### config.mk
export PLATFORM = sky130hd
export DESIGN_NAME = mem_port_arbiter_flat
export DESIGN_NICKNAME = d
export VERILOG_FILES = /design/src/rtl/mem_port_arbiter_pkg.sv /design/src/rtl/mem_port_arbiter_if.sv /design/src/rtl/mem_port_arbiter_starve_counter.sv /design/src/rtl/mem_port_arbiter.sv /design/src/flat_wrapper.sv
export SDC_FILE = /design/constraint.sdc
export NUM_CORES = 1
export LEC_CHECK = 0
export BUFFER_PORTS_ARGS = -buffer_cell sky130_fd_sc_hd__buf_2
export CAP_MARGIN = 10
export CORE_ASPECT_RATIO = 0.5
export CORE_MARGIN = 4
export CORE_UTILIZATION = 40
export CTS_CLUSTER_SIZE = 12
export DETAILED_ROUTE_END_ITERATION = 10
export PLACE_DENSITY = 0.7
export SYNTH_ARGS = -nofsm -noshare
export SYNTH_HDL_FRONTEND = slang
export SYNTH_SLANG_ARGS = --single-unit
export TNS_END_PERCENT = 30
### constraint.sdc
create_clock -name clk -period 6.95 [get_ports clk]
set_input_delay 0.695 -clock clk [delete_from_list [all_inputs] [get_ports clk]]
set_output_delay 0.695 -clock clk [all_outputs]
set_load 0.02 [all_outputs]
### src/rtl/mem_port_arbiter_pkg.sv
// Shared definitions for the fetch/data memory port arbiter.
// Holds the state encoding, grant type, starvation bounds and latched command.
package mem_port_arbiter_pkg;

  localparam logic [1:0] ST_IDLE   = 2'd0;
  localparam logic [1:0] ST_BUSY_I = 2'd1;
  localparam logic [1:0] ST_BUSY_D = 2'd2;
  localparam logic [1:0] ST_RESP   = 2'd3;

  typedef enum logic {GNT_I = 1'b0, GNT_D = 1'b1} gnt_e;

  localparam int MAX_D_RUN_MIN = 1;
  localparam int MAX_D_RUN_MAX = 15;
  localparam int RUN_CNT_W     = 4;

  typedef struct packed {
    logic        wr;
    logic [31:0] addr;
    logic [31:0] wdata;
  } mem_cmd_t;

  // Data wins unless a fetch is waiting and the data run has hit its limit.
  function automatic gnt_e pick_grant(input logic if_req, input logic d_req,
                                      input logic run_at_max);
    return (d_req && !(if_req && run_at_max)) ? GNT_D : GNT_I;
  endfunction

endpackage

### src/rtl/mem_port_arbiter_if.sv
// Pipeline-side and memory-side signals of the arbiter as one bundle.
// slave is the arbiter's view; master is the pipeline/memory environment's view.
interface mem_port_arbiter_if;
  logic        if_req;
  logic [31:0] if_addr;
  logic [31:0] if_rdata;
  logic        if_done;
  logic        d_req;
  logic        d_wr;
  logic [31:0] d_addr;
  logic [31:0] d_wdata;
  logic [31:0] d_rdata;
  logic        d_done;
  logic        mem_req;
  logic        mem_wr;
  logic [31:0] mem_addr;
  logic [31:0] mem_wdata;
  logic        mem_ready;
  logic [31:0] mem_rdata;
  logic        stall;

  modport slave (
    input  if_req, if_addr, d_req, d_wr, d_addr, d_wdata, mem_ready, mem_rdata,
    output if_rdata, if_done, d_rdata, d_done, mem_req, mem_wr, mem_addr, mem_wdata, stall
  );

  modport master (
    output if_req, if_addr, d_req, d_wr, d_addr, d_wdata, mem_ready, mem_rdata,
    input  if_rdata, if_done, d_rdata, d_done, mem_req, mem_wr, mem_addr, mem_wdata, stall
  );
endinterface

### src/rtl/mem_port_arbiter_starve_counter.sv
// Counts consecutive data grants taken while a fetch waits; saturates at the limit.
// at_max is a registered compare, so it reflects grants up to the previous cycle.
module mem_port_arbiter_starve_counter
  import mem_port_arbiter_pkg::*;
#(
  parameter int MAX_D_RUN = 4
) (
  input  logic clk,
  input  logic reset,
  input  logic clr,
  input  logic inc,
  output logic at_max
);

  // Out-of-range limits are clamped so the counter width always suffices.
  localparam int LIMIT = (MAX_D_RUN < MAX_D_RUN_MIN) ? MAX_D_RUN_MIN :
                         (MAX_D_RUN > MAX_D_RUN_MAX) ? MAX_D_RUN_MAX : MAX_D_RUN;
  localparam logic [RUN_CNT_W-1:0] LIMIT_V = RUN_CNT_W'(LIMIT);

  logic [RUN_CNT_W-1:0] run_cnt;

  always_ff @(posedge clk or posedge reset) begin
    if (reset) begin
      run_cnt <= '0;
    end else if (clr) begin
      run_cnt <= '0;
    end else if (inc && (run_cnt != LIMIT_V)) begin
      run_cnt <= run_cnt + RUN_CNT_W'(1);
    end
  end

  assign at_max = (run_cnt == LIMIT_V);

endmodule

### src/rtl/mem_port_arbiter.sv
// Shares one variable-latency memory port between fetch and data; req-to-done >= 2 cycles.
// Data has priority with bounded fetch starvation; stall holds the pipeline while any access is pending.
module mem_port_arbiter
  import mem_port_arbiter_pkg::*;
#(
  parameter int MAX_D_RUN = 4
) (
  input logic              clk,
  input logic              reset,
  mem_port_arbiter_if.slave bus
);

  logic [1:0] state;
  mem_cmd_t   cmd;
  gnt_e       gnt;
  logic       grant_fire;
  logic       run_at_max;
  logic       cnt_inc;
  logic       cnt_clr;

  assign gnt        = pick_grant(bus.if_req, bus.d_req, run_at_max);
  assign grant_fire = (state == ST_IDLE) && (bus.if_req || bus.d_req);
  // Only a data grant that bypasses a waiting fetch extends the run.
  assign cnt_inc    = grant_fire && (gnt == GNT_D) && bus.if_req;
  assign cnt_clr    = grant_fire && !((gnt == GNT_D) && bus.if_req);

  mem_port_arbiter_starve_counter #(
    .MAX_D_RUN (MAX_D_RUN)
  ) u_starve_counter (
    .clk    (clk),
    .reset  (reset),
    .clr    (cnt_clr),
    .inc    (cnt_inc),
    .at_max (run_at_max)
  );

  always_ff @(posedge clk or posedge reset) begin
    if (reset) begin
      state        <= ST_IDLE;
      cmd          <= '0;
      bus.mem_req  <= 1'b0;
      bus.if_done  <= 1'b0;
      bus.d_done   <= 1'b0;
      bus.if_rdata <= '0;
      bus.d_rdata  <= '0;
    end else begin
      bus.if_done <= 1'b0;
      bus.d_done  <= 1'b0;
      case (state)
        ST_IDLE: begin
          if (grant_fire) begin
            bus.mem_req <= 1'b1;
            if (gnt == GNT_D) begin
              state <= ST_BUSY_D;
              cmd   <= '{wr: bus.d_wr, addr: bus.d_addr, wdata: bus.d_wdata};
            end else begin
              state <= ST_BUSY_I;
              cmd   <= '{wr: 1'b0, addr: bus.if_addr, wdata: 32'd0};
            end
          end
        end
        ST_BUSY_I, ST_BUSY_D: begin
          if (bus.mem_ready) begin
            bus.mem_req <= 1'b0;
            state       <= ST_RESP;
            if (state == ST_BUSY_D) begin
              bus.d_rdata <= bus.mem_rdata;
              bus.d_done  <= 1'b1;
            end else begin
              bus.if_rdata <= bus.mem_rdata;
              bus.if_done  <= 1'b1;
            end
          end
        end
        default: state <= ST_IDLE;
      endcase
    end
  end

  assign bus.mem_wr    = cmd.wr;
  assign bus.mem_addr  = cmd.addr;
  assign bus.mem_wdata = cmd.wdata;
  assign bus.stall     = (bus.if_req & ~bus.if_done) | (bus.d_req & ~bus.d_done);

endmodule

### src/flat_wrapper.sv
// flat-port wrapper written by rule: the top's interface ports become plain ports
module mem_port_arbiter_flat import mem_port_arbiter_pkg::*;
#(
  parameter int MAX_D_RUN = 4
)
  (clk, reset, bus_if_req, bus_if_addr, bus_d_req, bus_d_wr, bus_d_addr, bus_d_wdata, bus_mem_ready, bus_mem_rdata, bus_if_rdata, bus_if_done, bus_d_rdata, bus_d_done, bus_mem_req, bus_mem_wr, bus_mem_addr, bus_mem_wdata, bus_stall);
  mem_port_arbiter_if bus_i ();
  input logic clk;
  input logic reset;
  input wire logic [$bits(bus_i.if_req)-1:0] bus_if_req;
  input wire logic [$bits(bus_i.if_addr)-1:0] bus_if_addr;
  input wire logic [$bits(bus_i.d_req)-1:0] bus_d_req;
  input wire logic [$bits(bus_i.d_wr)-1:0] bus_d_wr;
  input wire logic [$bits(bus_i.d_addr)-1:0] bus_d_addr;
  input wire logic [$bits(bus_i.d_wdata)-1:0] bus_d_wdata;
  input wire logic [$bits(bus_i.mem_ready)-1:0] bus_mem_ready;
  input wire logic [$bits(bus_i.mem_rdata)-1:0] bus_mem_rdata;
  output wire logic [$bits(bus_i.if_rdata)-1:0] bus_if_rdata;
  output wire logic [$bits(bus_i.if_done)-1:0] bus_if_done;
  output wire logic [$bits(bus_i.d_rdata)-1:0] bus_d_rdata;
  output wire logic [$bits(bus_i.d_done)-1:0] bus_d_done;
  output wire logic [$bits(bus_i.mem_req)-1:0] bus_mem_req;
  output wire logic [$bits(bus_i.mem_wr)-1:0] bus_mem_wr;
  output wire logic [$bits(bus_i.mem_addr)-1:0] bus_mem_addr;
  output wire logic [$bits(bus_i.mem_wdata)-1:0] bus_mem_wdata;
  output wire logic [$bits(bus_i.stall)-1:0] bus_stall;
  assign bus_i.if_req = bus_if_req;
  assign bus_i.if_addr = bus_if_addr;
  assign bus_i.d_req = bus_d_req;
  assign bus_i.d_wr = bus_d_wr;
  assign bus_i.d_addr = bus_d_addr;
  assign bus_i.d_wdata = bus_d_wdata;
  assign bus_i.mem_ready = bus_mem_ready;
  assign bus_i.mem_rdata = bus_mem_rdata;
  assign bus_if_rdata = bus_i.if_rdata;
  assign bus_if_done = bus_i.if_done;
  assign bus_d_rdata = bus_i.d_rdata;
  assign bus_d_done = bus_i.d_done;
  assign bus_mem_req = bus_i.mem_req;
  assign bus_mem_wr = bus_i.mem_wr;
  assign bus_mem_addr = bus_i.mem_addr;
  assign bus_mem_wdata = bus_i.mem_wdata;
  assign bus_stall = bus_i.stall;
  mem_port_arbiter #(.MAX_D_RUN(MAX_D_RUN)) u_core (.clk(clk), .reset(reset), .bus(bus_i));
endmodule
Yosys cells after proc, flatten, opt, wreduce, memory -nomap -nowiden
Index checks and enable logic that the tools add are counted.
Operators by class
  add/subtract/negate cells: 1
  equality and inequality tests: 6
  muxes and demuxes: 17
  bitwise gates (word level): 6
  reduce and logical (&&, ||, !) cells: 20
Operators with widths (count)
  $mux 65: 1
  $mux 1: 9
  $reduce_and 3->1: 3
  $logic_and 1x1->1: 8
  $mux 4: 2
  $mux 2: 3
  $add 4x1->4 const B: 1
  $eq 4x3->1 const B: 1
  $ne 4x3->1 const B: 1
  $pmux 2 s2: 1
  $reduce_and 2->1: 2
  $reduce_bool 2->1: 2
  $not 1->1: 3
  $and 1x1->1: 2
  $eq 2x1->1 const B: 1
  $eq 2x2->1 const B: 1
  $logic_not 1->1: 2
  $logic_not 2->1: 1
  $ne 2x1->1 const B: 1
  $ne 2x2->1 const B: 1
  $pmux 1 s2: 1
  $reduce_or 2->1: 1
  $logic_or 1x1->1: 1
  $or 1x1->1: 1
Storage, ports and cells
  register bits after elaboration: 138
  input port bits: 134
  output and inout port bits: 133
  word-level logic and storage cells: 60

Longest topological paths before layout
Gate-level depths: netlist of the first run.
  depth after elaboration: 10
  gate-level depth with buffers: 8
  gate-level depth less buffers: 6

By module
Synthesis of the first run repeated with hierarchy kept, for this count alone.
Second synthesis, totals
  cells, all modules: 448
  area total of the unflattened synthesis: 5520.3 um^2
By module, submodules not included
  mem_port_arbiter: times used 1, cells each 423, area each 5282.6 um^2, seq. area each 3353.2 um^2
  mem_port_arbiter_starve_counter: times used 1, cells each 25, area each 237.7 um^2, seq. area each 100.1 um^2

Worst setup path after synthesis of the first run
OpenSTA, ideal clock, no wires.
  path kind: input port to output port
  from: in bus_d_req
  to: out bus_stall
  arrival: 1.606 ns
  required time: 6.255 ns
  slack: 4.649 ns
  cell stages on the path: 5
  path buffers: 3
  path through: buf_2 > buf_2 > buf_2 > inv_1 > o22ai_1
Between the ends
  word-level cells in the longest chain between the ends: 2
Ends and longest elaborated chain
  start, declared: RTL line flat_wrapper.sv:12  | input wire logic [$bits(bus_i.d_req)-1:0] bus_d_req;
  $and 1x1->1: RTL line mem_port_arbiter.sv:83  | assign bus.stall = (bus.if_req & ~bus.if_done) | (bus.d_req & ~bus.d_done);
  $or 1x1->1: RTL line mem_port_arbiter.sv:83
  end, declared: RTL line flat_wrapper.sv:26  | output wire logic [$bits(bus_i.stall)-1:0] bus_stall;
Every way passes these cells.

Final worst setup path of the first run
  from: reg u_core.u_starve_counter.run_cnt[0]
  to: reg u_core.cmd (netlist bit u_core.bus.mem_wdata[23])
Between the ends
  word-level cells in the longest chain between the ends: 6
Ends and longest elaborated chain
  start, declared: RTL line mem_port_arbiter_starve_counter.sv:20  | logic [RUN_CNT_W-1:0] run_cnt;
  start signal, assigned: RTL line mem_port_arbiter_starve_counter.sv:28  | run_cnt <= run_cnt + RUN_CNT_W'(1);
  $eq 4x3->1: RTL line mem_port_arbiter_starve_counter.sv:32  | assign at_max = (run_cnt == LIMIT_V);
  $logic_and 1x1->1: RTL line mem_port_arbiter_pkg.sv:25  | return (d_req && !(if_req && run_at_max)) ? GNT_D : GNT_I;
  $logic_not 1->1: RTL line mem_port_arbiter_pkg.sv:25
  $logic_and 1x1->1: RTL line mem_port_arbiter_pkg.sv:25
  $mux 1: RTL line mem_port_arbiter_pkg.sv:25
  $mux 65: RTL line mem_port_arbiter.sv:53  | if (gnt == GNT_D) begin
  end signal, assigned: RTL line mem_port_arbiter.sv:55  | cmd <= '{wr: bus.d_wr, addr: bus.d_addr, wdata: bus.d_wdata};
  end signal, assigned: RTL line mem_port_arbiter.sv:58  | cmd <= '{wr: 1'b0, addr: bus.if_addr, wdata: 32'd0};
  end, declared: RTL line mem_port_arbiter.sv:14  | mem_cmd_t cmd;
Every way passes these cells.
A chain may end at the register's enable or synchronous reset.

==> run_results.csv, run 1 <==
group,metric,value,unit
synth,yosysWarnings,0,
sta,rsz0062_at_grt,"false",
power,p_int,0.00251,W
placement,io_buffers,266,
drt,drt_wl_total,15600,um
synth,synth_edf_count,0,
drt,drc,0,
global_routing,grt_pass1_wl,25300,um
setup_path,cp.required,7180,ps
synth,yosys.cell_types.count,37,
sta,layout_setup_ws,4540,ps
floorplanning,die-height,93.8,um
synth,synth_top_area_cell,"dfrtp_1",
setup_path,path_max_fanout,39,
synth,yosys-top-cells-area,"dfrtp_1 (59%), mux2_2 (9.6%), nand2_1 (8.2%)",
synth,netlist_top_cells_count,"dfrtp_1 (138), nand2_1 (129), mux2_2 (50)",
global_routing,grt_max_degree,73,
sta,hold_viol_final,0,
clock_tree,cts_root_buf,"clkbuf_16",
sta,final.setup.tns,0,ps
job,max_cap_viol_count,0,
sta,slew-limit-headroom,38.6,%
drt,wl_per_cell,16.0,um
drt,num_vias,4882,
sta,worst_pin_slew,921,ps
power,p_per_area,527,nW/um^2
setup_path,arrival,2640,ps
clock_tree,cts_made_buffers,17,
layout,drive_gt1_share,47.6,%
synth,avgSynthCellArea,11.4,sq um
floorplanning,die-area,16800,sq um
setup_path,critical_path_class,"reg -> reg",
clock_tree,ctsHoldBuffers,0,
drt,ant_nets,0,
clock_tree,cts_sinks,138,
layout,fin_nets,906,
clock_tree,htree_num_levels,4,
sta,setup_violations,0,
global_routing,track_usage,18.3,%
global_routing,antenna_found_initial,0,
sta,clock_skew,10.6,ps
floorplanning,core_area,14400,sq um
clock_tree,clkTransAtPathRegs,60,ps
clock_tree,postCtsResizedCells,0,
synth,synth.most_common_cell,"dfrtp_1",
global_routing,grt_pass1_vias,5024,
drt,vias_per_cell,5.00,
synth,synth-seq-area-share,58.6,%
global_routing,overflow,0,
synth,synth_top_cell_area_share,58.6,%
power,p_switching,0.00166,W
power,ir_worst_vdd,0.000221,V
power,pwr-share-seq,33.3,%
placement,gp_congestion,0.804,
drt,drt_iter0_markers,305,
placement,dp_hpwl,10900,um
clock_tree,cts_buffer_depth,2,
setup_path,endpoint_kind,"flop",
placement,pre_cts_slack,4250,ps
floorplanning,initial_utilization,40.8,%
status,outcome,"finished, final reports clean",
setup_path,critPathLaunchType,"flop",
clock_tree,cts_setup_buffers,0,
sta,fin_crit_sh,34.7,%
synth,ys_ff_latch,138,
synth,synth_ff_type,"dfrtp_1",
synth,syn_nets,657,
layout,num_antenna_cells,0,
synth,netlist_area,5890,sq um
floorplanning,die_x,180,um
sta,slew_viol_final,0,
clock_tree,cts_tree,"yes",
power,pwr-share-comb,43.8,%
floorplanning,ios,267,
clock_tree,clk_latency,400,ps
power,p_leak,3.95,nW
synth,syn_inst,518,
power,clkPwrFrac,22.9,%
min_path,hold_path_class,"in -> async",
drt,dr.pass1.iters,5,
floorplanning,rows,31,
sta,fmax,415,MHz
layout,fillers,1276,
layout,syn2layout_area_growth,34.3,%
sta,timing.final.crit_period,2410,ps
synth,async_flop_share,100,%
power,swShare,39.7,%
[power by group through the flow]
stage / Combinational [W] / Sequential, W / Clock (W)
5_1_grt: 0.00199 / 0.00144 / 0.00101
3_3_place_gp: 0.00182 / 0.00138 / 0
4_1_cts: 0.00186 / 0.00139 / 0.000979
2_1_floorplan: 0.000797 / 0.00185 / 0
6_report: 0.00183 / 0.00139 / 0.000953
3_5_place_dp: 0.00185 / 0.00140 / 0
[metal layers]
layer / global-route usage [%] / part of all wire [%] / wire (um)
met3: 4.02 / 4.6 / 715
met2: 33.6 / 54 / 8370
met1: 21.3 / 39 / 6130
met4: 7.03 / 2.4 / 379
met5: 0 / 0 / 0
[critical path, cell delays in order, from the launching register on]
cell and delay (ps):
dfrtp_1 420, inv_1 70, ha_1 190, nand4b_4 470
nand2_1 850, o21ai_0 240
[through the flow]
step / hold WS (ps) / total power [W] / instances / area [sq um] / utilization, %
2_1_floorplan: 505 / 0.00265 / 518 / 5890 / -
3_3_place_gp: 458 / 0.00321 / 946 / 7280 / 50.5
3_5_place_dp: 465 / 0.00325 / 946 / 7280 / 50.5
4_1_cts: 390 / 0.00423 / 976 / 7910 / 54.8
5_1_grt: 412 / 0.00444 / 976 / 7910 / 54.8
6_report: 355 / 0.00417 / 976 / 7910 / 54.8
[cells by family after synthesis]
logic type | count (synthesis) | synth area share (%)
AO/OA/AOI/OAI | 81 | 9.03
adder cells (fa/ha/maj) | 5 | 1.06
buffers and inverters | 55 | 4.95
flip-flops | 138 | 58.6
multiplexers | 65 | 13.0
AND/OR/NAND/NOR | 174 | 13.3
[cells in the final DEF (no fill, tap or decap), types with 2 or more instances in the layout]
cell type,synthesis,layout
buf_2,16,266
buf_4,2,6
mux2_1,4,4
nor2_1,2,2
o211ai_1,32,32
mux2_4,10,10
nand2_1,129,129
ha_1,5,5
inv_6,0,2
clkbuf_8,0,2
dfrtp_1,138,138
o22ai_1,4,4
bufinv_16,0,4
nand3_1,3,3
inv_1,12,11
clkinv_2,1,3
clkinvlp_4,0,3
o21ai_0,33,33
a32o_1,3,3
clkbuf_16,0,17
nand4_1,33,33
mux2_2,50,50
[path summary, 6_finish.rpt]
check / slack, ps / start / cells past startpoint / to
max reg2reg: 4540 / u_core.u_starve_counter.run_cnt[0]$_DFFE_PP0P_ / 5 / u_core.bus.mem_wdata[23]$_DFFE_PP0P_
min: 350 / reset / 2 / u_core.bus.if_rdata[29]$_DFFE_PP0P_
min in group clk: 470 / u_core.bus.mem_wdata[25]$_DFFE_PP0P_ / 2 / u_core.bus.mem_wdata[25]$_DFFE_PP0P_
min reg2reg: 470 / u_core.bus.mem_wdata[25]$_DFFE_PP0P_ / 2 / u_core.bus.mem_wdata[25]$_DFFE_PP0P_
max: 4540 / u_core.u_starve_counter.run_cnt[0]$_DFFE_PP0P_ / 5 / u_core.bus.mem_wdata[23]$_DFFE_PP0P_
max in group asynchronous: 5190 / reset / 3 / u_core.bus.mem_addr[29]$_DFFE_PP0P_
[registers in the layout, indices dropped and copies added, names as in the netlist]
signal and flops:
u_core.state 2, u_core.bus.mem_addr 32, u_core.bus.if_done 1, u_core.bus.mem_wr 1
u_core.bus.if_rdata 32, u_core.u_starve_counter.run_cnt 4, u_core.bus.d_rdata 32, u_core.bus.mem_wdata 32
u_core.bus.mem_req 1, u_core.bus.d_done 1
[cell type report]
type	instances	area, sq um	area share [%]
sequential	138	3450	43.7
multi-input combinational	325	2150	27.2
timing repair buffer	272	1380	17.4
clock buffer	19	453	5.73
tap	198	248	3.13
clock inverter	11	170	2.15
inverter	13	55.1	0.696
Note: power is estimated with default switching activity, not from simulation.
==> run 2: changes to the inputs <==
- clock period: 6.95 -> 2.4 ns (I/O delays scaled with it)
==> run 2 against run 1 <==
Compared with the run above:
- hold slack got worse by 280 ps
- critical path depth rose by 1
- register-to-register slack got worse by 4200 ps
- largest cell class unchanged
- sequential share of layout area fell by 0.36 points
- critical endpoint is now u_core.bus.if_rdata[17]$_DFFE_PP0P_
- first-iteration DRC count fell by 31%
==> run_results.csv, run 2 (synthesis results as in run 1) <==
group,metric,value,unit
floorplanning,rows,31,
setup_path,r2r_setup_slack,300,ps
drt,vias_per_cell,4.94,
layout,num_antenna_cells,0,
sta,fin_crit_sh,87.4,%
min_path,hold_depth,2,
layout,final_common_cell,"buf_2",
global_routing,grt_pass1_wl,25500,um
sta,slew_viol_final,0,
sta,hold_viol_final,0,
clock_tree,cts_buffer_depth,2,
floorplanning,die-height,93.8,um
sta,layout_setup_ws,301,ps
status,outcome,"finished, final reports clean",
floorplanning,die-area,16800,sq um
sta,clock_skew,13.9,ps
layout,drive_gt1_share,48.2,%
power,p_leak,3.99,nW
floorplanning,die_x,180,um
setup_path,endpoint_kind,"flop",
clock_tree,cts_made_buffers,17,
clock_tree,cts_tree,"yes",
drt,num_vias,4880,
global_routing,track_usage,18.6,%
global_routing,antenna_found_initial,0,
setup_path,cp.required,2670,ps
sta,slew-limit-headroom,46.0,%
sta,worst_pin_slew,807,ps
global_routing,grt_pass1_vias,5056,
clock_tree,clk_latency,400,ps
setup_path,arrival,2370,ps
clock_tree,postCtsResizedCells,0,
setup_path,cpMaxStageDelayCell,"mux2_1",
sta,fmax,477,MHz
global_routing,overflow,0,
placement,io_buffers,266,
clock_tree,cts_setup_buffers,0,
power,ir_worst_vdd,0.000697,V
floorplanning,initial_utilization,40.8,%
setup_path,cpPeakStageDelay,420,ps
floorplanning,core_area,14400,sq um
floorplanning,ios,267,
placement,pre_cts_slack,264,ps
sta,timing.final.crit_period,2100,ps
drt,dr.pass1.iters,4,
sta,final.setup.tns,0,ps
global_routing,grt_max_degree,66,
setup_path,reg2regPathDepth,6,
layout,multiInputGateArea,2150,sq um
placement,gp_congestion,0.795,
job,max_cap_viol_count,0,
layout,final_cell_mix,"buf_2 (266), dfrtp_1 (138), nand2_1 (129)",
clock_tree,clkTransAtPathRegs,60,ps
setup_path,reg2reg_from,"u_core.state[1]$_DFFE_PP0P_",
drt,ant_nets,0,
drt,wl_per_cell,16.1,um
setup_path,path_max_fanout,22,
layout,syn2layout_area_growth,35.4,%
layout,fillers,1327,
placement,dpl_cell_area,7360,sq um
clock_tree,cts_root_buf,"clkbuf_16",
setup_path,critPathLaunchType,"flop",
layout,fin_area,7970,sq um
min_path,hold_start,"bus_mem_rdata[11]",
setup_path,crit_chain,"inv_1, ha_1, nand2_2, or2_4, clkinv_2, mux2_1",
clock_tree,ctsHoldBuffers,1,
min_path,hold_path_class,"in -> reg",
sta,setup_violations,0,
drt,drc,0,
setup_path,rr_endpoint,"u_core.bus.if_rdata[17]$_DFFE_PP0P_",
layout,area.sequential,3450,sq um
layout,fin_nets,916,
drt,drt_wl_total,15900,um
setup_path,critical_path_class,"reg -> reg",
sta,rsz0062_at_grt,"false",
power,p_per_area,1510,nW/um^2
placement,dp_hpwl,11700,um
min_path,whs_endpoint,"u_core.bus.if_rdata[11]$_DFFE_PP0P_",
clock_tree,htree_num_levels,4,
drt,drt_iter0_markers,209,
clock_tree,cts_sinks,138,
==> run 2: changes by cell type in the layout (fill, tap and decap cells not counted), moves of 2 or more <==
| cell | change |
|---|---|
| inv_6 | +3 |
| bufinv_16 | -2 |
| clkinv_4 | +2 |
| buf_4 | +8 |
==> run 2: worst max-delay path by stage <==
stage	start	to	slack, ps
after floorplan	reset	u_core.bus.d_done$_DFF_PP0_	440
after global placement	u_core.state[0]$_DFFE_PP0P_	u_core.bus.if_rdata[16]$_DFFE_PP0P_	330
after detailed placement	u_core.state[1]$_DFFE_PP0P_	u_core.bus.if_rdata[16]$_DFFE_PP0P_	260
after CTS	u_core.state[1]$_DFFE_PP0P_	u_core.bus.if_rdata[17]$_DFFE_PP0P_	250
after global routing	u_core.state[1]$_DFFE_PP0P_	u_core.bus.if_rdata[17]$_DFFE_PP0P_	150
final	u_core.state[1]$_DFFE_PP0P_	u_core.bus.if_rdata[17]$_DFFE_PP0P_	300
==> run 2: layout make-up <==
class | count | share of cell area [%]
multi-input combinational | 325 | 27.0
inverter | 13 | 0.675
timing repair buffer | 282 | 18.4
sequential | 138 | 43.3
tap | 198 | 3.11
clock buffer | 18 | 5.51
clock inverter | 14 | 2.02
==> run 2: where the power goes <==
part	internal, W	switching [W]	total [W]
clock	0.00159	0.00105	0.00263
sequential	0.00346	0.000564	0.00402
combinational	0.00209	0.00330	0.00538
total	0.00713	0.00491	0.0120
==> run 2: per-layer routing <==
layer	vias to the layer above	track usage, %	share of wire [%]
met1	2402	21.8	41
met3	18	4.45	4.6
met4	0	6.65	1.5
li1	2321	-	-
met5	-	0	0
met2	139	33.8	53
==> run 2: worst max-delay path, delay by kind of cell (launching register included) <==
family                     cells  cell delay [ps]
DFF                            1              370
muxes                          1              420
buffers and inverters          2              440
and+or+nand+nor                2              370
adders and majority gates      1              360
==> run 2: through the flow <==
stage                     hold WS, ps  utilization [%]  cells  power, W
final                            75.9             55.3    988    0.0120
after global routing             59.9             55.3    988    0.0128
after CTS                        60.6             55.3    988    0.0122
after detailed placement          398             51.0    955   0.00951
after global placement            398             51.0    955   0.00934
after floorplan                   375                -    518   0.00768
==> run 3: changes to the inputs <==
- ABC_AREA: unset -> 1
- CAP_MARGIN: 10 -> unset
- CORE_UTILIZATION: 40 -> 47
- PLACE_DENSITY: 0.7 -> 0.8
==> run 3 against run 2 <==
Compared with the run above:
- routed wire length grew 2.1%
- count of clock-buffer cells in the layout shrank 1
- global-route usage grew 3.2 points
- hold slack gained 1.7 ps
- cell count grew 14%
- utilization grew 11 points
- setup slack gained 83 ps
- critical path depth grew 1
- register-to-register slack gained 80 ps
- synthesized area grew 1.1%
- sequential share of layout area shrank 0.44 points
==> run_results.csv, run 3 <==
group,metric,value,unit
status,outcome,"finished, final reports clean",
min_path,hold_path_class,"in -> reg",
job,max_cap_viol_count,0,
synth,synth_ff_type,"dfrtp_1",
floorplanning,initial_utilization,49.2,%
layout,final_cell_mix,"buf_2 (266), nand2_1 (244), dfrtp_1 (138)",
layout,multiInputGateArea,1990,sq um
synth,netlist_top_cells_count,"nand2_1 (245), dfrtp_1 (138), o21ai_0 (96)",
synth,yosys-top-cells-area,"dfrtp_1 (58%), nand2_1 (15%), o21ai_0 (8.1%)",
clock_tree,cts_buffer_depth,2,
setup_path,path_buf_inv,3,
layout,num_antenna_cells,0,
synth,synth_top_area_cell,"dfrtp_1",
sta,rsz0062_at_grt,"false",
synth,syn_nets,834,
clock_tree,cts_sinks,138,
setup_path,critPathLaunchType,"flop",
drt,drt_iter0_markers,301,
synth,netlist_area,5950,sq um
layout,fin_area,8060,sq um
layout,fin_nets,1091,
layout,fin_cells,1130,
sta,final.setup.tns,0,ps
placement,dpl.cell_count,1097,
placement,gp_congestion,0.801,
synth,async_flop_share,100,%
synth,yosysWarnings,0,
setup_path,cpMaxStageDelayCell,"inv_2",
synth,yosys.cell_types.count,21,
layout,area.sequential,3450,sq um
global_routing,grt_pass1_vias,5546,
min_path,hold_start,"bus_d_wr",
sta,layout_setup_ws,385,ps
drt,ant_nets,0,
layout,drive_gt1_share,33.1,%
sta,clock_skew,7.67,ps
layout,syn2layout_area_growth,35.4,%
layout,final_common_cell,"buf_2",
setup_path,critical_path_class,"reg -> reg",
floorplanning,die-height,87.6,um
sta,slew-limit-headroom,27.3,%
global_routing,grt_pass1_wl,25900,um
global_routing,overflow,0,
floorplanning,rows,28,
sta,fmax,496,MHz
clock_tree,postCtsResizedCells,0,
setup_path,cpMostUsedCell,"inv_2",
sta,fin_crit_sh,84.0,%
global_routing,track_usage,21.8,%
layout,fillers,1007,
setup_path,reg2reg_from,"u_core.state[0]$_DFFE_PP0P_",
synth,ys_ff_latch,138,
placement,dpl_cell_area,7430,sq um
setup_path,path_max_fanout,67,
synth,syn_inst,695,
global_routing,antenna_found_initial,1,
clock_tree,htree_num_levels,4,
setup_path,cp.required,2720,ps
synth,synth-seq-area-share,58.0,%
power,ir_worst_vdd,0.000752,V
clock_tree,cts_made_buffers,17,
setup_path,endpoint_kind,"flop",
placement,pre_cts_slack,447,ps
drt,dr.pass1.iters,4,
setup_path,crit_start,"u_core.state[0]$_DFFE_PP0P_",
sta,timing.final.crit_period,2020,ps
drt,vias_per_cell,4.84,
clock_tree,clk_latency,410,ps
floorplanning,core_area,12100,sq um
global_routing,grt_max_degree,70,
placement,io_buffers,266,
setup_path,cpPeakStageDelay,780,ps
clock_tree,cts_root_buf,"clkbuf_16",
floorplanning,die-area,14600,sq um
setup_path,arrival,2330,ps
drt,wl_per_cell,14.4,um
power,p_leak,4.60,nW
floorplanning,die_x,167,um
sta,setup_violations,0,
synth,avgSynthCellArea,8.56,sq um
drt,num_vias,5469,
synth,synth_top_cell_area_share,58.0,%
power,p_total,0.0113,W
setup_path,cp_top_family,"buffers and inverters",
power,p_per_area,1400,nW/um^2
drt,drt_wl_total,16200,um
synth,synth.most_common_cell,"nand2_1",
sta,worst_pin_slew,1090,ps
clock_tree,cts_tree,"yes",
setup_path,crit_chain,"inv_1, ha_1, inv_2, nor2_4, inv_2, nand2_1, o21ai_0",
synth,synth_edf_count,0,
sta,slew_viol_final,0,
floorplanning,ios,267,
sta,hold_viol_final,0,
clock_tree,clkTransAtPathRegs,60,ps
placement,dp_hpwl,11200,um
drt,drc,0,
## run 3: metrics by stage
step                      util, %  hold slack, ps
after global placement       61.5             375
after detailed placement     61.5             382
after global routing         66.7            68.2
after floorplan                 -             383
after CTS                    66.7            62.9
final                        66.7            77.6
## run 3: layer usage
layer | GRT usage, % | part of all wire [%] | vias up
met5 | 0 | 0.043 | -
met4 | 7.36 | 1.7 | 2
met3 | 6.94 | 6.3 | 28
met2 | 40.0 | 52 | 153
met1 | 24.7 | 40 | 2603
li1 | - | - | 2683
## run 3: where the power goes
part	internal [W]	switching (W)	leakage, nW
registers	0.00337	0.000567	1.74
logic	0.00150	0.00314	2.55
clock network	0.00166	0.00105	0.301
## run 3: path summary, 6_finish.rpt
check / endpoint / slack, ps / cells past startpoint
min reg2reg: u_core.bus.mem_addr[4]$_DFFE_PP0P_ / 480 / 2
min: u_core.bus.mem_wr$_DFFE_PP0P_ / 80 / 3
max reg2reg: u_core.u_starve_counter.run_cnt[0]$_DFFE_PP0P_ / 380 / 7
min in group asynchronous: u_core.bus.mem_wdata[6]$_DFFE_PP0P_ / 490 / 3
max in group asynchronous: u_core.bus.mem_addr[11]$_DFFE_PP0P_ / 1190 / 4
max: u_core.u_starve_counter.run_cnt[0]$_DFFE_PP0P_ / 380 / 7
## run 3: timing repair
| action | 4_1_cts | 5_1_grt |
|---|---|---|
| endpoints found under the setup margin | 0 | 0 |
| setup buffers | 0 | 0 |
| hold buffers | 1 | 0 |
| endpoints found under the hold margin | 28 | 0 |
## run 3: cells by family after synthesis
logic type                 after synthesis  share of synthesized area (%)
buffers and inverters                  125                           8.64
adders and majority gates                5                           1.05
and+or+nand+nor                        322                           23.4
AOI/OAI and AO/OA                      105                           8.89
DFF                                    138                           58.0
## run 3: final cells by class
type / count / share of cell area [%]
Sequential cell: 138 / 42.9
Multi-Input combinational cell: 432 / 24.6
Timing Repair Buffer: 278 / 18.3
Clock buffer: 17 / 5.28
Inverter: 85 / 4.01
Tap cell: 165 / 2.56
Clock inverter: 15 / 2.35
## run 3: tightest hold or removal path, delay by kind of cell
kind / cells / cell delay (ps)
AOI/OAI and AO/OA: 1 / 60
and+or+nand+nor: 1 / 50
buffers and inverters: 1 / 90
